## src/rtl/key_sample_debouncer.sv

```systemverilog
// Debounces a raw active-low pushbutton and samples a raw switch on each accepted press,
// giving the serial detector one clean bit per press on the system clock.
module key_sample_debouncer #(
  parameter int DEBOUNCE_CYCLES = 500000,
  parameter int CNT_W           = 19,
  parameter int PCNT_W          = 8
) (
  input  logic              clk,
  input  logic              rst,
  input  logic              key_n,
  input  logic              sw_raw,
  output logic              key_level,
  output logic              key_press,
  output logic              key_release,
  output logic              bit_valid,
  output logic              bit_data,
  output logic [PCNT_W-1:0] press_count
);

  typedef enum logic [1:0] {
    RELEASED,
    WAIT_PRESS,
    PRESSED,
    WAIT_RELEASE
  } state_t;

  // The counter holds how many consecutive stable samples have been seen, so the
  // sample that opens a wait state already counts as the first one.
  localparam logic [CNT_W-1:0] LAST = CNT_W'(DEBOUNCE_CYCLES - 1);
  localparam logic [CNT_W-1:0] ONE  = CNT_W'(1);

  logic [1:0]       key_sync;
  logic [1:0]       sw_sync;
  logic             key_s;
  logic             sw_s;
  state_t           state;
  logic [CNT_W-1:0] cnt;

  always_ff @(posedge clk or negedge rst) begin
    if (!rst) begin
      key_sync <= 2'b11;
      sw_sync  <= 2'b00;
    end else begin
      key_sync <= {key_sync[0], key_n};
      sw_sync  <= {sw_sync[0], sw_raw};
    end
  end

  assign key_s = ~key_sync[1];
  assign sw_s  = sw_sync[1];

  always_ff @(posedge clk or negedge rst) begin
    if (!rst) begin
      state       <= RELEASED;
      cnt         <= '0;
      key_level   <= 1'b0;
      key_press   <= 1'b0;
      key_release <= 1'b0;
      bit_valid   <= 1'b0;
      bit_data    <= 1'b0;
      press_count <= '0;
    end else begin
      key_press   <= 1'b0;
      key_release <= 1'b0;
      bit_valid   <= 1'b0;
      case (state)
        RELEASED: begin
          cnt <= '0;
          if (key_s) begin
            state <= WAIT_PRESS;
            cnt   <= ONE;
          end
        end
        WAIT_PRESS: begin
          if (!key_s) begin
            state <= RELEASED;
            cnt   <= '0;
          end else if (cnt == LAST) begin
            state       <= PRESSED;
            cnt         <= '0;
            key_level   <= 1'b1;
            key_press   <= 1'b1;
            bit_valid   <= 1'b1;
            bit_data    <= sw_s;
            press_count <= press_count + PCNT_W'(1);
          end else begin
            cnt <= cnt + ONE;
          end
        end
        PRESSED: begin
          cnt <= '0;
          if (!key_s) begin
            state <= WAIT_RELEASE;
            cnt   <= ONE;
          end
        end
        WAIT_RELEASE: begin
          if (key_s) begin
            state <= PRESSED;
            cnt   <= '0;
          end else if (cnt == LAST) begin
            state       <= RELEASED;
            cnt         <= '0;
            key_level   <= 1'b0;
            key_release <= 1'b1;
          end else begin
            cnt <= cnt + ONE;
          end
        end
        default: begin
          state <= RELEASED;
          cnt   <= '0;
        end
      endcase
    end
  end

endmodule

```

## config.mk

```make
export PLATFORM = sky130hd
export DESIGN_NAME = key_sample_debouncer
export DESIGN_NICKNAME = d
export VERILOG_FILES = /design/src/rtl/key_sample_debouncer.sv
export SDC_FILE = /design/constraint.sdc
export NUM_CORES = 1
export LEC_CHECK = 0
export CAP_MARGIN = 30
export CORE_MARGIN = 2
export CORE_UTILIZATION = 35
export CTS_CLUSTER_DIAMETER = 200
export CTS_CLUSTER_SIZE = 14
export DETAILED_ROUTE_END_ITERATION = 6
export GPL_TIMING_DRIVEN = 0
export PLACE_DENSITY = 0.61
export SYNTH_ARGS = -nofsm -noshare
export SYNTH_HDL_FRONTEND = slang
export SYNTH_SLANG_ARGS = --single-unit
export TNS_END_PERCENT = 1
```

## constraint.sdc

```tcl
create_clock -name clk -period 2.1 [get_ports clk]
set_input_delay 0.315 -clock clk [delete_from_list [all_inputs] [get_ports clk]]
set_output_delay 0.315 -clock clk [all_outputs]
set_load 0.02 [all_outputs]
```

# Yosys cells after proc, flatten, opt, wreduce, memory -nomap -nowiden
# Index checks and enable logic that the tools add are counted.
[totals] regBits=37 inputBits=4 output_inout_bits=13 word_cells=52
[classes] add_sub_neg=2 n_eq_ne=12 mux=23 bitwise=1 n_reduce_logical=5
[op_table] cell="one-hot mux 19 bit (4 select lines)" n=1
[op_table] cell="two-way mux 19 bit" n=3
[op_table] cell="adder 19 x 1 -> 19 bit, second input constant" n=1
[op_table] cell="== test 19 bit, second input constant" n=1
[op_table] cell="two-way mux 2 bit" n=6
[op_table] cell="!= test 2 bit, second input constant" n=6
[op_table] cell="two-way mux 1 bit" n=11
[op_table] cell="adder 8 x 1 -> 8 bit, second input constant" n=1
[op_table] cell="one-hot mux 2 bit (4 select lines)" n=1
[op_table] cell="!= test 3 bit, second input constant" n=2
[op_table] cell="AND reduction 5 bit" n=1
[op_table] cell="== test 2 bit, second input constant" n=2
[op_table] cell="AND reduction 4 bit" n=1
[op_table] cell="AND reduction 3 bit" n=1
[op_table] cell="== test 2 x 1 -> 1 bit, second input constant" n=1
[op_table] cell="zero test 2 bit" n=1
[op_table] cell="one-hot mux 1 bit (2 select lines)" n=1
[op_table] cell="nonzero test 2 bit" n=1
[op_table] cell="inverter 1 bit" n=1

# Depth between registers and ports, before layout
# Gate-level depths: netlist of the first run.
[depth] depth_word=4 ltp_mapped=7 ltp_nobuf=5

# Worst setup path before layout of the first run
# No wires, ideal clock.
[synth_path] path_kind="flip-flop to flip-flop" startpoint="register cnt[5]" endpoint="register bit_data" setup_time_ns=0.125 arrival_ns=1.895 required_ns=1.975 path_slack_ns=0.080 stages_incl_launch_ff=6 n_path_buf=1 synth_period_minus_slack_ns=2.020 path_cell_list="dfrtp_1 -> nor4bb_1 -> or4b_1 -> buf_6 -> nor3b_4 -> mux2_2"
[synth_via] elab_chain_cells=2
[synth_rtl] element="start: declaration" line_no="37" rtl="logic [CNT_W-1:0] cnt;"
[synth_rtl] element="start signal: assignment" line_no="87" rtl="cnt <= cnt + ONE;"
[synth_rtl] element="start signal: assignment" line_no="107" rtl="cnt <= cnt + ONE;"
[synth_rtl] element="== test 19 bit" line_no="78" rtl="end else if (cnt == LAST) begin"
[synth_rtl] element="AND reduction 3 bit (no source line)"
[synth_rtl] element="end signal: assignment" line_no="84" rtl="bit_data <= sw_s;"
[synth_rtl] element="end: declaration" line_no="16" rtl="output logic bit_data,"
# Every way passes these cells.
# A chain may end at the register's enable or synchronous reset.

# Worst setup path after layout of the first run
[layout_path] startpoint="register cnt[5]" endpoint="register press_count[1]"
[layout_via] elab_chain_cells=2
[layout_rtl] element="== test 19 bit" line_no="78"
[layout_rtl] element="AND reduction 3 bit (no source line)"
[layout_rtl] element="end signal: assignment" line_no="85" rtl="press_count <= press_count + PCNT_W'(1);"
[layout_rtl] element="end: declaration" line_no="17" rtl="output logic [PCNT_W-1:0] press_count"
# Every way passes these cells.

==> flow_metrics.tcl, run 1 <==
set metrics [dict create \
    port_buffers 16 \
    synth_nets 163 \
    drive_above_1_share_pct 16.9 \
    pwr-share-clk_pct 38.4 \
    vias 1249 \
    rows 25 \
    fillers 442 \
    ys_seq_area_share_pct 53.8 \
    relSlewSlack_pct 45.6 \
    cts_made_buffers 5 \
    seq_power_share_pct 58.5 \
    skew_ns 0.00329 \
    post_synth_inst_count 157 \
    path_max_fanout 7 \
    synth_compound_area_share_pct 5.88 \
    place.gp.congestion 0.773 \
    htreeDepth 2 \
    grt_pass1_vias 1220 \
    power_frac_comb_pct 3.1 \
    synthMuxAreaShare_pct 1.89 \
    postSynth.asyncResetShare_pct 100 \
    worst-setup-path-type "flop to flop" \
    hold_slack_ns 0.117 \
    drtAntennaViolNets 0 \
    grt_max_degree 38 \
    switching_power_uw 280 \
    synth_flop_cell "dfrtp_1" \
    cp_data_arrival_time_ns 2.21 \
    synthSimpleGateAreaFrac_pct 23.4 \
    syn_area_per_cell_um2 11.0 \
    synthAdderAreaFrac_pct 1.45 \
    dieHeight_um 74.2 \
    start_util_pct 36.5 \
    core_area_mm2 0.00472 \
    cts_sinks 37 \
    grt_pass1_wl_mm 5.37 \
    critPathCaptureType "flop" \
    dieArea_mm2 0.00550 \
    cap_violations 0 \
    p_total_uw 1240 \
    p_per_area_mw_per_mm2 597 \
    synth.distinct_cells 40 \
    dp_worst_setup_slack_ns -0.218 \
    max_freq_ghz 0.490 \
    grt_usage_pct 12.8 \
    ys_seq_elements 37 \
    syn_to_final_growth_pct 20.8 \
    syn_area_mm2 0.00172 \
    leakagePower_uw 0.000899 \
    wl_mm 3.20 \
    synth-edff-count 0 \
    antenna_found_initial 0 \
    setup_viol 0 \
    fin_nets 188 \
    io_pins 17 \
    min_period_over_period_pct 97.2 \
    synth_top_family_by_area "simple AND/OR/NAND/NOR gates" \
    grt_overflow_total 0 \
    netSwitchingFraction_pct 22.5 \
    drt_iter0_drc 42 \
    hold_viol 0 \
    yosysTopAreaCell "dfrtp_1" \
    internal-power_uw 963 \
    yosysWarnings 0 \
    status "finished clean" \
    antenna_cells 0 \
    crit_path_start_kind "flop" \
    cts_root_buf "clkbuf_8" \
    max-vdd-ir-drop_mv 0.255 \
    fin_crit_ns 2.04 \
    synth_top_area_share_pct 50.8 \
    finalWorstSetupSlack_ns 0.0585 \
    remaining_drc_errors 0 \
    dp_hpwl_mm 2.18 \
    clk_latency_ns 0.28 \
    die_w_um 74.2 \
    synth_xor_area_share_pct 10.2 \
    clock_path_buffers 2 \
    cts_tree "built" \
    drt_first_pass_iters 6 \
    clk_pin_slew_worst_paths_ns 0.07 \
    maxSlewViolCount 0 \
    routed_via_density 5.00 \
    rsz0062_at_grt "no" \
    hp-class "input pin to asynchronous set/reset pin" \
    synth_area_leaders "dfrtp_1 51%, xor2_1 7.6%, nor2_1 3.5%" \
    routedWlPerCell_um 12.8 \
    worstMarginPinSlew_ns 0.816 \
    required_ns 2.27 \
]
metrics by stage:
step	instance area [µm²]	TNS, ns	std cells	utilization (%)
6_report	2080	0	250	44.1
5_1_grt	2080	0	250	44.1
2_1_floorplan	1720	0	157	-
4_1_cts	2070	0	250	43.9
3_3_place_gp	1970	-4.22	240	41.7
3_5_place_dp	1960	-2.19	240	41.6
timing repair:
action / CTS / global route
pin swaps: 2 / 2
buffers inserted: 3 / 1
hold buffers: 0 / 0
endpoints found under the setup margin: 16 / 12
gates resized for setup: 3 / 4
flip-flops by register name, indices dropped and copies added (netlist names), named ones only:
register and cells:
sw_sync 2, cnt 19, press_count 8, key_sync 2, bit_data 1, state 1
key_level 1, bit_valid 1, key_release 1
per-layer routing:
layer / up-vias / wire length, µm / global-route usage [%]
met5: - / 0 / 0
li1: 599 / - / -
met1: 625 / 1430 / 14.6
met3: 4 / 117 / 3.25
met4: 0 / 29 / 6.26
met2: 21 / 1630 / 22.4
area by class of cell:
cell class                 count  area (µm²)  share of cell area (%)
sequential                    37         930                    44.6
multi-input combinational    109         759                    36.5
timing repair buffer          20         185                    8.89
tap                           67        83.8                    4.02
clock buffer                   6        72.6                    3.48
inverter                       6        22.5                    1.08
buffer                         3        20.0                   0.961
clock inverter                 2        10.0                   0.480
logic make-up (layout without fill, tap and decap cells):
logic type,Yosys count,count (layout)
fa+ha+maj,2,2
buf+inv,11,37
simple gates,69,69
flops,37,37
xor+xnor,20,20
compound gates,15,15
mux,3,3
path summary, 6_finish.rpt:
path | start | to | slack [ns] | cells past startpoint
min in group clk | sw_sync[0] | sw_sync[1] | 0.35 | 0
min | rst | press_count[7] | 0.12 | 1
max | cnt[5] | press_count[1] | 0.06 | 4
max reg2reg | cnt[5] | press_count[1] | 0.06 | 4
max in group asynchronous | rst | cnt[5] | 1.41 | 1
min reg2reg | sw_sync[0] | sw_sync[1] | 0.35 | 0
placed cells by master, fill, tap and decap left out, types with 3 or more instances in the layout:
cell / instances
clkbuf_8: 5
nor4_1: 4
o31ai_1: 3
nand3_1: 8
dfrtp_1: 34
nand2_1: 7
buf_4: 6
nor3_1: 5
and3_1: 4
xor2_1: 15
clkdlybuf4s50_1: 15
xnor2_1: 5
o21ai_0: 3
inv_1: 6
nand4_1: 6
a21oi_1: 5
nor2_1: 16
synth_stat cells, types with 2 or more instances:
cell type  number
nor2_1         16
buf_4           2
nand2_1         8
dfstp_2         2
o21ai_0         3
and3_1          4
mux2_2          2
nand3_1         8
or3_1           2
nor3_1          5
inv_1           6
o31ai_1         3
xnor2_1         5
xor2_1         15
nor4_1          4
or4b_1          2
ha_1            2
nand4_1         6
or4_1           2
and4_1          2
a21oi_1         5
dfrtp_1        35
worst max-delay path, cell delays in order, from the launching register on:
cell	delay, ns
dfrtp_2	0.42
nor4bb_2	0.29
or4b_4	0.57
nor3b_4	0.31
mux2_4	0.33
power by group through the flow:
stage | sequential, µW | clock (µW) | combinational [µW]
finish | 727 | 478 | 38.1
global route | 728 | 524 | 44.4
CTS | 727 | 493 | 39.8
detailed placement | 741 | 0 | 39.4
global placement | 741 | 0 | 39.4
floorplan | 739 | 0 | 16.6
(Power assumes the default switching activity.)
==> run 2: changes to the inputs <==
Settings changed: GPL_ROUTABILITY_DRIVEN set to 0.
==> results of run 2 <==
Final layout, timing and power as in run 1 (identical DEF).
==> edit: new RTL, config.mk and constraints of run 1 <==
Register the output `bit_valid` once more, cleared by the reset; this adds one clock of latency there. The other outputs are not delayed to match.
--- a/src/rtl/key_sample_debouncer.sv
+++ b/src/rtl/key_sample_debouncer.sv
@@ -31,2 +31,4 @@
 
+  logic bit_valid_s0;
+
   logic [1:0]       key_sync;
@@ -58,3 +60,3 @@
       key_release <= 1'b0;
-      bit_valid   <= 1'b0;
+      bit_valid_s0 <= 1'b0;
       bit_data    <= 1'b0;
@@ -64,3 +66,3 @@
       key_release <= 1'b0;
-      bit_valid   <= 1'b0;
+      bit_valid_s0 <= 1'b0;
       case (state)
@@ -82,3 +84,3 @@
             key_press   <= 1'b1;
-            bit_valid   <= 1'b1;
+            bit_valid_s0 <= 1'b1;
             bit_data    <= sw_s;
@@ -117,2 +119,10 @@
 
+  always_ff @(posedge clk or negedge rst) begin
+    if (!rst) begin
+      bit_valid <= '0;
+    end else begin
+      bit_valid <= bit_valid_s0;
+    end
+  end
+
 endmodule
Check against the original RTL: no difference found for any inputs over 10 cycles, from zero or initial values and one cycle with rst low; that may be too few to reach the edited logic, so the function may still have changed.
==> edit against run 1 <==
Count of clock-buffer cells in the layout is the same. Utilization rose by 1.7 points. First-iteration DRC count increased by 24%. Combinational power is 6.0% higher. Setup slack better by 0.0049 ns. Routed wire length grew 4.4%. Power grew 25%. Design area is 4.6% higher. Area after synthesis rose by 1.0%. Sequential cell count rose by 1. Via count up 1.0%. Critical path depth unchanged.
==> edit: results (changes against run 1) <==
.. list-table::
   :header-rows: 1

   * - Metric
     - Value
   * - Outcome
     - complete, no violations
   * - Average detailed-routed wire length per instance
     - 13.3 um (+4.0%)
   * - Routability-driven placement congestion ratio
     - 0.815 (+5.3%)
   * - Static Leak
     - 0.937 nW (+4.3%)
   * - Share of cell area taken by muxes after synthesis
     - 0.0187 (-0.000190)
   * - Met1 layer usage reported by global route
     - 0.175 (+0.0288)
   * - Initial detailed-routing violation count
     - 52 (+24%)
   * - First-pass iteration count of the detailed router
     - 4 (-2)
   * - Internal power consumption
     - 0.00126 W (+31%)
   * - Sequential share of the synthesized area
     - 0.547 (+0.00895)
   * - Met2 wire len
     - 1620 um (-0.55%)
   * - Via count
     - 1,262 (+1.0%)
   * - Floorplan Core Area
     - 0.00475 sq mm (+0.66%)
   * - Max Clock Skew
     - 0.00827 ns (+0.00498 ns)
   * - Cells taking the most area after synthesis
     - sky130_fd_sc_hd__dfrtp_1, sky130_fd_sc_hd__xor2_1, sky130_fd_sc_hd__nor2_1
   * - Setup crit end
     - bit_data
   * - Fill cell total of the finished layout
     - 473 (+7.0%)
   * - Routed met3 length
     - 114 um (-2.6%)
   * - Global-route wire length before repair
     - 5800 um (+8.1%)
   * - Slew of the pin with the lowest slew margin
     - 0.823 ns (+0.00678 ns)
   * - HPWL after detailed placement
     - 2320 um (+6.6%)
   * - Worst slack on hold paths
     - 0.120 ns (+0.00284 ns)
   * - GRT Total Usage
     - 0.138 (+0.00971)
   * - Fraction of met2 tracks used by global routing
     - 0.220 (-0.00395)
   * - Xor and xnor fraction of the mapped netlist area
     - 0.101 (-0.00102)
   * - Worst stage delay on the critical path
     - 0.53 ns (-0.04 ns)
   * - Nets
     - 189 (+0.53%)
   * - Fraction of final layout cells with drive strength greater than 1
     - 0.174 (+0.00451)
==> edit: cell types whose count changed after synthesis <==
cell,before,now
sky130_fd_sc_hd__buf_4,2,1
sky130_fd_sc_hd__dfrtp_1,35,36
==> edit: power groups by stage <==
stage	Sequential [W]	Clock, W	Combinational [W]
detailed placement	0.000760	0	0.0000406
CTS	0.000746	0.000782	0.0000422
global route	0.000747	0.000810	0.0000465
global placement	0.000760	0	0.0000401
floorplan	0.000759	0	0.0000166
finish	0.000746	0.000767	0.0000404
==> edit: final cells by class <==
type | instances | area [sq um] | share of cell area
well taps | 67 | 83.8 | 0.0385
clock buffers | 6 | 82.6 | 0.0379
clock inverters | 2 | 60.1 | 0.0276
plain buffers | 3 | 17.5 | 0.00804
repair buffers | 20 | 185 | 0.0850
inverters | 6 | 22.5 | 0.0103
multi-input cells | 109 | 773 | 0.355
flip-flops and latches | 38 | 955 | 0.438
==> edit: timing repair <==
action / 4_1_cts / 5_1_grt
endpoints found under the setup margin: 16 / 3
hold buffers: 0 / 0
pin swaps: 2 / 2
resized for setup: 4 / 5
setup buffers: 1 / 3
==> edit: metrics by stage <==
step | utilization | cells | setup slack [ns] | instance area (sq um) | power (W)
finish | 0.458 | 251 | 0.0634 | 2180 | 0.00155
global route | 0.458 | 251 | -0.0225 | 2180 | 0.00160
detailed placement | 0.417 | 240 | -0.172 | 1980 | 0.000801
floorplan | - | 157 | 0.0804 | 1740 | 0.000776
global placement | 0.418 | 240 | -0.129 | 1990 | 0.000800
CTS | 0.451 | 249 | -0.0334 | 2140 | 0.00157
==> edit: worst max-delay path, delay by kind of cell (launching register included) <==
| kind | cells | cell delay [ns] |
|---|---|---|
| flops | 1 | 0.46 |
| mux | 1 | 0.33 |
| simple gates | 3 | 1.15 |
